**src/rtl/systolic_pkg.sv**
```systemverilog
// Shared types, default sizes and the product-extension helper for the systolic matrix multiplier.
package systolic_pkg;

  typedef enum logic [1:0] {
    ST_IDLE  = 2'd0,
    ST_LOAD  = 2'd1,
    ST_DRAIN = 2'd2,
    ST_DONE  = 2'd3
  } state_e;

  localparam int ROWS_DEF       = 4;
  localparam int COLS_DEF       = 4;
  localparam int DATA_WIDTH_DEF = 8;
  localparam int ACC_WIDTH_DEF  = 32;
  localparam int K_MAX_DEF      = 255;
  localparam int EXT_W          = 64;

  // Widens a prod_w-bit product to EXT_W bits, sign- or zero-filling above bit prod_w-1.
  function automatic logic [EXT_W-1:0] extend_product(input logic [EXT_W-1:0] prod,
                                                      input int prod_w,
                                                      input logic is_signed);
    logic [EXT_W-1:0] mask_v;
    logic             sign_v;
    mask_v = (64'd1 << prod_w) - 64'd1;
    sign_v = is_signed & (|(prod & (64'd1 << (prod_w - 1))));
    if (sign_v) begin
      extend_product = prod | ~mask_v;
    end else begin
      extend_product = prod & mask_v;
    end
  endfunction

endpackage

```
**src/rtl/systolic_matmul_pe.sv**
```systemverilog
// One multiply-accumulate cell: forwards a right and b down through one register each.
module systolic_pe
  import systolic_pkg::*;
#(
  parameter int DATA_WIDTH = DATA_WIDTH_DEF,
  parameter int ACC_WIDTH  = ACC_WIDTH_DEF
) (
  input  logic                  clk,
  input  logic                  rst_n,
  input  logic                  signed_mode,
  input  logic                  acc_clr,
  input  logic [DATA_WIDTH-1:0] a_in,
  input  logic [DATA_WIDTH-1:0] b_in,
  output logic [DATA_WIDTH-1:0] a_out,
  output logic [DATA_WIDTH-1:0] b_out,
  output logic [ACC_WIDTH-1:0]  acc
);

  localparam int PW = 2 * DATA_WIDTH;

  logic [PW-1:0]         a_ext_s;
  logic [PW-1:0]         b_ext_s;
  logic [PW-1:0]         mul_s;
  logic [DATA_WIDTH-1:0] a_r;
  logic [DATA_WIDTH-1:0] b_r;
  logic [ACC_WIDTH-1:0]  acc_r;

  // Low PW bits of the product of PW-bit extended operands are exact for both signednesses.
  assign a_ext_s = {{(PW - DATA_WIDTH){signed_mode & a_in[DATA_WIDTH-1]}}, a_in};
  assign b_ext_s = {{(PW - DATA_WIDTH){signed_mode & b_in[DATA_WIDTH-1]}}, b_in};
  assign mul_s   = a_ext_s * b_ext_s;

  // Forwarding registers and wrapping accumulator.
  always_ff @(posedge clk or negedge rst_n) begin
    if (!rst_n) begin
      a_r   <= '0;
      b_r   <= '0;
      acc_r <= '0;
    end else begin
      a_r <= a_in;
      b_r <= b_in;
      if (acc_clr) begin
        acc_r <= '0;
      end else begin
        acc_r <= acc_r + ACC_WIDTH'(extend_product({{(EXT_W - PW){1'b0}}, mul_s}, PW, signed_mode));
      end
    end
  end

  assign a_out = a_r;
  assign b_out = b_r;
  assign acc   = acc_r;

endmodule

```
**src/rtl/systolic_matmul.sv**
```systemverilog
// Output-stationary ROWS x COLS systolic matrix multiplier with skewed operand injection.
module systolic_matmul
  import systolic_pkg::*;
#(
  parameter int ROWS       = ROWS_DEF,
  parameter int COLS       = COLS_DEF,
  parameter int DATA_WIDTH = DATA_WIDTH_DEF,
  parameter int ACC_WIDTH  = ACC_WIDTH_DEF,
  parameter int K_MAX      = K_MAX_DEF
) (
  input  logic                                       clk,
  input  logic                                       rst_n,
  input  logic                                       start,
  input  logic [$clog2(K_MAX+1)-1:0]                 k_len,
  input  logic                                       signed_mode,
  input  logic                                       acc_keep,
  input  logic                                       a_valid,
  output logic                                       a_ready,
  input  logic [ROWS-1:0][DATA_WIDTH-1:0]            a_data,
  input  logic [COLS-1:0][DATA_WIDTH-1:0]            b_data,
  output logic                                       res_valid,
  input  logic                                       res_ready,
  output logic [ROWS-1:0][COLS-1:0][ACC_WIDTH-1:0]   res_data,
  output logic                                       busy
);

  localparam int KW = $clog2(K_MAX + 1);
  localparam int CW = $clog2(ROWS + COLS);

  state_e          state_r;
  state_e          state_nx_s;
  logic [KW-1:0]   k_len_r;
  logic [KW-1:0]   k_len_clamp_s;
  logic [KW-1:0]   beat_cnt_r;
  logic [CW-1:0]   drain_cnt_r;
  logic            mode_r;
  logic            a_ready_r;
  logic            res_valid_r;
  logic            busy_r;
  logic            fire_s;
  logic            acc_clr_s;

  logic [DATA_WIDTH-1:0] a_h_s [ROWS][COLS+1];
  logic [DATA_WIDTH-1:0] b_v_s [ROWS+1][COLS];
  logic [ROWS-1:0]       a_tail_unused_s;
  logic [COLS-1:0]       b_tail_unused_s;

  assign fire_s    = a_valid & a_ready_r;
  assign acc_clr_s = (state_r == ST_IDLE) & start & ~acc_keep;

  // Clamp the requested reduction length to K_MAX.
  always_comb begin
    k_len_clamp_s = k_len;
    if (k_len > KW'(K_MAX)) begin
      k_len_clamp_s = KW'(K_MAX);
    end else begin
      k_len_clamp_s = k_len;
    end
  end

  // Next-state logic.
  always_comb begin
    state_nx_s = state_r;
    case (state_r)
      ST_IDLE: begin
        if (start) begin
          if (k_len_clamp_s == '0) begin
            state_nx_s = ST_DONE;
          end else begin
            state_nx_s = ST_LOAD;
          end
        end else begin
          state_nx_s = ST_IDLE;
        end
      end
      ST_LOAD: begin
        if (fire_s && (beat_cnt_r == k_len_r - KW'(1))) begin
          state_nx_s = ST_DRAIN;
        end else begin
          state_nx_s = ST_LOAD;
        end
      end
      ST_DRAIN: begin
        if (drain_cnt_r == CW'(ROWS + COLS - 2)) begin
          state_nx_s = ST_DONE;
        end else begin
          state_nx_s = ST_DRAIN;
        end
      end
      ST_DONE: begin
        if (res_ready) begin
          state_nx_s = ST_IDLE;
        end else begin
          state_nx_s = ST_DONE;
        end
      end
      default: state_nx_s = ST_IDLE;
    endcase
  end

  // State, job parameters, counters and registered handshake outputs.
  always_ff @(posedge clk or negedge rst_n) begin
    if (!rst_n) begin
      state_r     <= ST_IDLE;
      k_len_r     <= '0;
      mode_r      <= 1'b0;
      beat_cnt_r  <= '0;
      drain_cnt_r <= '0;
      a_ready_r   <= 1'b0;
      res_valid_r <= 1'b0;
      busy_r      <= 1'b0;
    end else begin
      state_r     <= state_nx_s;
      a_ready_r   <= (state_nx_s == ST_LOAD);
      res_valid_r <= (state_nx_s == ST_DONE);
      busy_r      <= (state_nx_s != ST_IDLE);
      if ((state_r == ST_IDLE) && start) begin
        k_len_r <= k_len_clamp_s;
        mode_r  <= signed_mode;
      end
      if (state_r == ST_IDLE) begin
        beat_cnt_r <= '0;
      end else if (fire_s) begin
        beat_cnt_r <= beat_cnt_r + KW'(1);
      end
      if (state_r == ST_DRAIN) begin
        drain_cnt_r <= drain_cnt_r + CW'(1);
      end else begin
        drain_cnt_r <= '0;
      end
    end
  end

  assign a_ready   = a_ready_r;
  assign res_valid = res_valid_r;
  assign busy      = busy_r;

  // Row i of A enters i cycles late; idle cycles inject zeros.
  for (genvar i = 0; i < ROWS; i++) begin : g_row_skew
    logic [DATA_WIDTH-1:0] inj_s;
    assign inj_s = fire_s ? a_data[i] : '0;
    if (i == 0) begin : g_direct
      assign a_h_s[i][0] = inj_s;
    end else begin : g_delay
      logic [DATA_WIDTH-1:0] dly_r [i];
      // Delay line for row i.
      always_ff @(posedge clk or negedge rst_n) begin
        if (!rst_n) begin
          for (int d = 0; d < i; d++) dly_r[d] <= '0;
        end else begin
          dly_r[0] <= inj_s;
          for (int d = 1; d < i; d++) dly_r[d] <= dly_r[d-1];
        end
      end
      assign a_h_s[i][0] = dly_r[i-1];
    end
    assign a_tail_unused_s[i] = ^a_h_s[i][COLS];
  end

  for (genvar j = 0; j < COLS; j++) begin : g_col_skew
    logic [DATA_WIDTH-1:0] inj_s;
    assign inj_s = fire_s ? b_data[j] : '0;
    if (j == 0) begin : g_direct
      assign b_v_s[0][j] = inj_s;
    end else begin : g_delay
      logic [DATA_WIDTH-1:0] dly_r [j];
      // Delay line for column j.
      always_ff @(posedge clk or negedge rst_n) begin
        if (!rst_n) begin
          for (int d = 0; d < j; d++) dly_r[d] <= '0;
        end else begin
          dly_r[0] <= inj_s;
          for (int d = 1; d < j; d++) dly_r[d] <= dly_r[d-1];
        end
      end
      assign b_v_s[0][j] = dly_r[j-1];
    end
    assign b_tail_unused_s[j] = ^b_v_s[ROWS][j];
  end

  for (genvar i = 0; i < ROWS; i++) begin : g_pe_row
    for (genvar j = 0; j < COLS; j++) begin : g_pe_col
      systolic_pe #(
        .DATA_WIDTH(DATA_WIDTH),
        .ACC_WIDTH (ACC_WIDTH)
      ) u_pe (
        .clk        (clk),
        .rst_n      (rst_n),
        .signed_mode(mode_r),
        .acc_clr    (acc_clr_s),
        .a_in       (a_h_s[i][j]),
        .b_in       (b_v_s[i][j]),
        .a_out      (a_h_s[i][j+1]),
        .b_out      (b_v_s[i+1][j]),
        .acc        (res_data[i][j])
      );
    end
  end

endmodule

```
**config.mk**
```make
export PLATFORM = sky130hd
export DESIGN_NAME = systolic_matmul
export DESIGN_NICKNAME = d
export VERILOG_FILES = /design/src/rtl/systolic_pkg.sv /design/src/rtl/systolic_matmul_pe.sv /design/src/rtl/systolic_matmul.sv
export SDC_FILE = /design/constraint.sdc
export NUM_CORES = 2
export LEC_CHECK = 0
export ABC_AREA = 1
export BUFFER_PORTS_ARGS = -buffer_cell sky130_fd_sc_hd__buf_4
export CAP_MARGIN = 20
export CORE_AREA = 3 3 374 561
export CTS_CLUSTER_DIAMETER = 150
export DETAILED_ROUTE_END_ITERATION = 12
export DIE_AREA = 0 0 377 564
export GPL_TIMING_DRIVEN = 0
export PLACE_DENSITY = 0.7
export SYNTH_ARGS = -nofsm -noshare
export SYNTH_HDL_FRONTEND = slang
export SYNTH_SLANG_ARGS = --single-unit
```
**constraint.sdc**
```tcl
create_clock -name clk -period 9.3 [get_ports clk]
set_input_delay 1.86 -clock clk [delete_from_list [all_inputs] [get_ports clk]]
set_output_delay 1.86 -clock clk [all_outputs]
set_load 0.01 [all_outputs]
```
==> metrics.md <==
| Metric | Value |
|---|---|
| Status | finished, final reports clean |
| Dominant synthesized flop cell | dfrtp_1 |
| Gpl congestion | 0.9612 |
| Synth Instances | 11460 |
| IO Pins | 594 |
| Seq. cell area | 20650 sq um |
| DR vias/cell | 5.115 |
| Core Area | 205700 sq um |
| Pre-Repair DR Iteration Count | 6 |
| Synth cell count leaders | inv_1 (2604), nand2_1 (2125), fa_1 (1024) |
| Synth top area share | 0.2235 |
| Synthesis warning total | 0 |
| Family with the most delay on the worst path | adder cells |
| Post-Syn Area | 92390 sq um |
| VDD IR-drop max | 0.4909 mV |
| Die area | 212600 sq um |
| Max Fclk | 112.3 MHz |
| HP Class | flip-flop to flip-flop |
| CP max-delay cell | fa_1 |
| Crit. End Element | flip-flop |
| Multiplexer share of the synthesized area | 0.0004875 |
| Cell variety after synth | 56 |
| Complex-gate fraction of the synthesized area | 0.1014 |
| Final Hold Fails | 0 |
| Final Max Slew Viols | 0 |
| Crit path launch | mode_r$_DFFE_PN0P_ |
| Multi-input logic area | 61010 sq um |
| Pre-CTS WS | -1.183 ns |
| Slowest stage delay, CP | 0.54 ns |
| Worst Min Path Start | g_row_skew[2].g_delay.dly_r[8]$_DFF_PN0_ |
| Vias | 76583 |
| Crit path kind | flip-flop to flip-flop |
| Fill cells | 19552 |
| CTS tree | built |
| Die Y | 564 microns |
| Post-synthesis xor/xnor area fraction | 0.04124 |
| Setup TNS | 0 ns |
| Minimum clock period | 8.906 ns |
| Area growth from synthesis to layout | 13.56% |
| Syn_nets | 13578 |
| Residual DRC count | 0 |
| CP dominant cell by count | inv_1 |
| Arrival time worst endpoint | 9.48 ns |
| Clock-pin transition on the worst setup and hold timing paths | 0.08 ns |
| Total congestion overflow | 0 |
| Critical path required time | 9.87 ns |
| DR WL/cell | 18.44 microns |
| Top-count cell post-synth | inv_1 |
| Worst-path maximum fanout | 7 |
| Die Wd | 377 microns |
| Top cells by area, synth | dfrtp_1 (22%), fa_1 (22%), ha_1 (14%), inv_1 (11%), nand2_1 (8.6%) |
| Starting Density | 0.4491 |
| Cts-stage hold buffer count | 0 |
| IO buf count | 593 |
| Vias in the first global route | 79019 |
| Wire length of the first global-routing pass | 429.6 mm |
| Clock tree root driver cell | clkbuf_16 |
| H-tree depth | 3 |
| Slew @ Worst Pin | 1.090 ns |
| Largest family of logic cells by synthesized area | adder cells |
| Util after Layout | 0.5100 |
| # rows | 204 |
| Post-synthesis adder-cell area fraction | 0.3593 |
| Routed wire length | 276.1 mm |
| Synth async-reset ratio | 1.000 |
| Final hold slack | 0.3260 ns |
| Antenna violations before repair | 25 |
| Crit path setup slack, layout | 0.3945 ns |
| Layout cells sized above 1 | 0.08622 |
| HPWL Detailed | 229.4 mm |
| Simple-gate share of the synthesized area | 0.1544 |
| Ratio of final minimum period to clock period | 0.9576 |
| Count of final setup violators | 0 |
| Detailed router's first-iteration violation count | 4265 |
| Total clock sinks | 825 |
| Biggest area consumer among synthesized cells | dfrtp_1 |
| P_leak | 57.04 nW |
| Maximum buffer depth of the clock tree | 3 |
| RR Startpoint | mode_r$_DFFE_PN0P_ |
| Worst-skew pair later-pin latency | 0.74 ns |
| Power after layout | 41.69 mW |
| WP buf/inv | 12 |
| Pwr per Cell Area | 397.4 nW/um^2 |
| Synthesized flop and latch total | 825 |
| Layout Nets | 14319 |
| Skew final | 0.04195 ns |
| Crit start category | flip-flop |
| GRT Total Usage | 0.2604 |
| Syn avg cell area | 8.062 sq um |
| Max-Cap Viols | 0 |
| TritonCTS Buffers | 96 |
| Sequential fraction of the synthesis area | 0.2235 |
| Pin count of the biggest net entering global routing | 110 |
| Post-detailed-route count of antenna-violating nets | 0 |
| Slew HR | 0.2731 |
| Post-synth EDFFs | 0 |
[metrics by stage]
step / cell area, sq um / std cells
6_report: 104900 / 14971
2_1_floorplan: 92390 / 11460
3_3_place_gp: 100200 / 14731
3_5_place_dp: 100800 / 14761
5_1_grt: 104900 / 14963
4_1_cts: 104500 / 14949
[final timing paths]
| kind | endpoint | slack (ns) | cells after the start |
|---|---|---|---|
| max | g_pe_row[1].g_pe_col[1].u_pe.acc[28]$_DFF_PN0_ | 0.39 | 41 |
| min | a_h_s[72]$_DFF_PN0_ | 0.33 | 0 |
| max reg2reg | g_pe_row[1].g_pe_col[1].u_pe.acc[28]$_DFF_PN0_ | 0.39 | 41 |
| min reg2reg | a_h_s[72]$_DFF_PN0_ | 0.33 | 0 |
| max in group asynchronous | mode_r$_DFFE_PN0P_ | 6.09 | 4 |
| min in group asynchronous | g_pe_row[2].g_pe_col[1].u_pe.acc[24]$_DFF_PN0_ | 1.12 | 1 |
[layer usage]
layer	up-vias	global-route usage	wire [microns]
li1	36833	-	-
met1	36998	0.2936	101900
met5	-	0	174
met3	638	0.06894	23180
met2	2088	0.4463	132300
met4	26	0.1453	18450
[layout by cell type (no fill, tap or decap), types with 10 or more instances in the layout]
master	Yosys	routed
clkbuf_8	0	12
o21ai_1	6	11
buf_4	1	619
nor2_1	863	847
o21a_1	37	37
diode_2	0	11
dfrtp_1	825	824
nor2_4	6	13
inv_6	0	10
clkbuf_1	307	295
clkinvlp_4	0	17
clkinv_4	0	10
nand4_1	62	62
or2_2	99	99
fa_1	1024	1024
nor2_2	8	17
o31ai_1	27	27
nand2_2	17	19
a21oi_1	905	905
xor2_1	235	230
clkinv_2	0	15
a21o_1	33	33
bufinv_16	0	16
inv_1	2604	2594
nor3_1	82	81
o21ai_0	504	496
clkbuf_16	0	98
nand2_1	2125	2123
o21bai_1	61	61
xnor2_1	200	200
nor4_1	49	40
clkbuf_2	0	14
ha_1	1015	1006
nand3_1	177	177
a31oi_1	27	27
o221ai_1	24	24
o211ai_1	37	37
buf_16	0	12
[cells by family (layout without fill, tap and decap cells)]
logic type | count (synthesis) | count (layout)
and+or+nand+nor | 3509 | 3509
buffers and inverters | 2936 | 3758
adders and majority gates | 2039 | 2039
AOI/OAI and AO/OA | 1712 | 1712
DFF | 825 | 825
xor gates and xnor gates | 435 | 435
muxes | 4 | 4
other | 0 | 11
[repair_timing]
item | in CTS | in global routing
endpoints found under the setup margin | 125 | 61
gates cloned | 0 | 0
buffers inserted | 9 | 11
pin swaps | 0 | 3
endpoints found under the hold margin | 0 | 0
gates resized for setup | 31 | 62
[where the power goes]
part	switching [mW]	internal, mW
Sequential	1.21	5.34
Clock	1.80	2.49
Combinational	19.1	11.8
Total	22.1	19.6
[flip-flops by register name, indices dropped and copies added, names as in the netlist]
| register | cells |
|---|---|
| g_pe_row.g_pe_col.u_pe.acc | 512 |
| g_pe_row.g_pe_col.u_pe.a_out | 96 |
| g_pe_row.g_pe_col.u_pe.b_out | 96 |
| g_col_skew.g_delay.dly_r | 32 |
| g_row_skew.g_delay.dly_r | 32 |
| a_h_s | 16 |
| b_v_s | 16 |
| beat_cnt_r | 8 |
| k_len_r | 8 |
| drain_cnt_r | 3 |
| state_r | 2 |
| a_ready | 1 |
| busy | 1 |
| mode_r | 1 |
| res_valid | 1 |
[area by class of cell]
type                            instances  area share
Tap cell                             2678     0.03194
Sequential cell                       825      0.1968
Antenna cell                           11   0.0002624
Buffer                                323     0.01246
Clock buffer                          116     0.02507
Timing Repair Buffer                  644     0.04980
Inverter                             2612     0.09381
Multi-Input combinational cell       7699      0.5815
Clock inverter                         63    0.008360
Power figures use the tool's default switching activity.
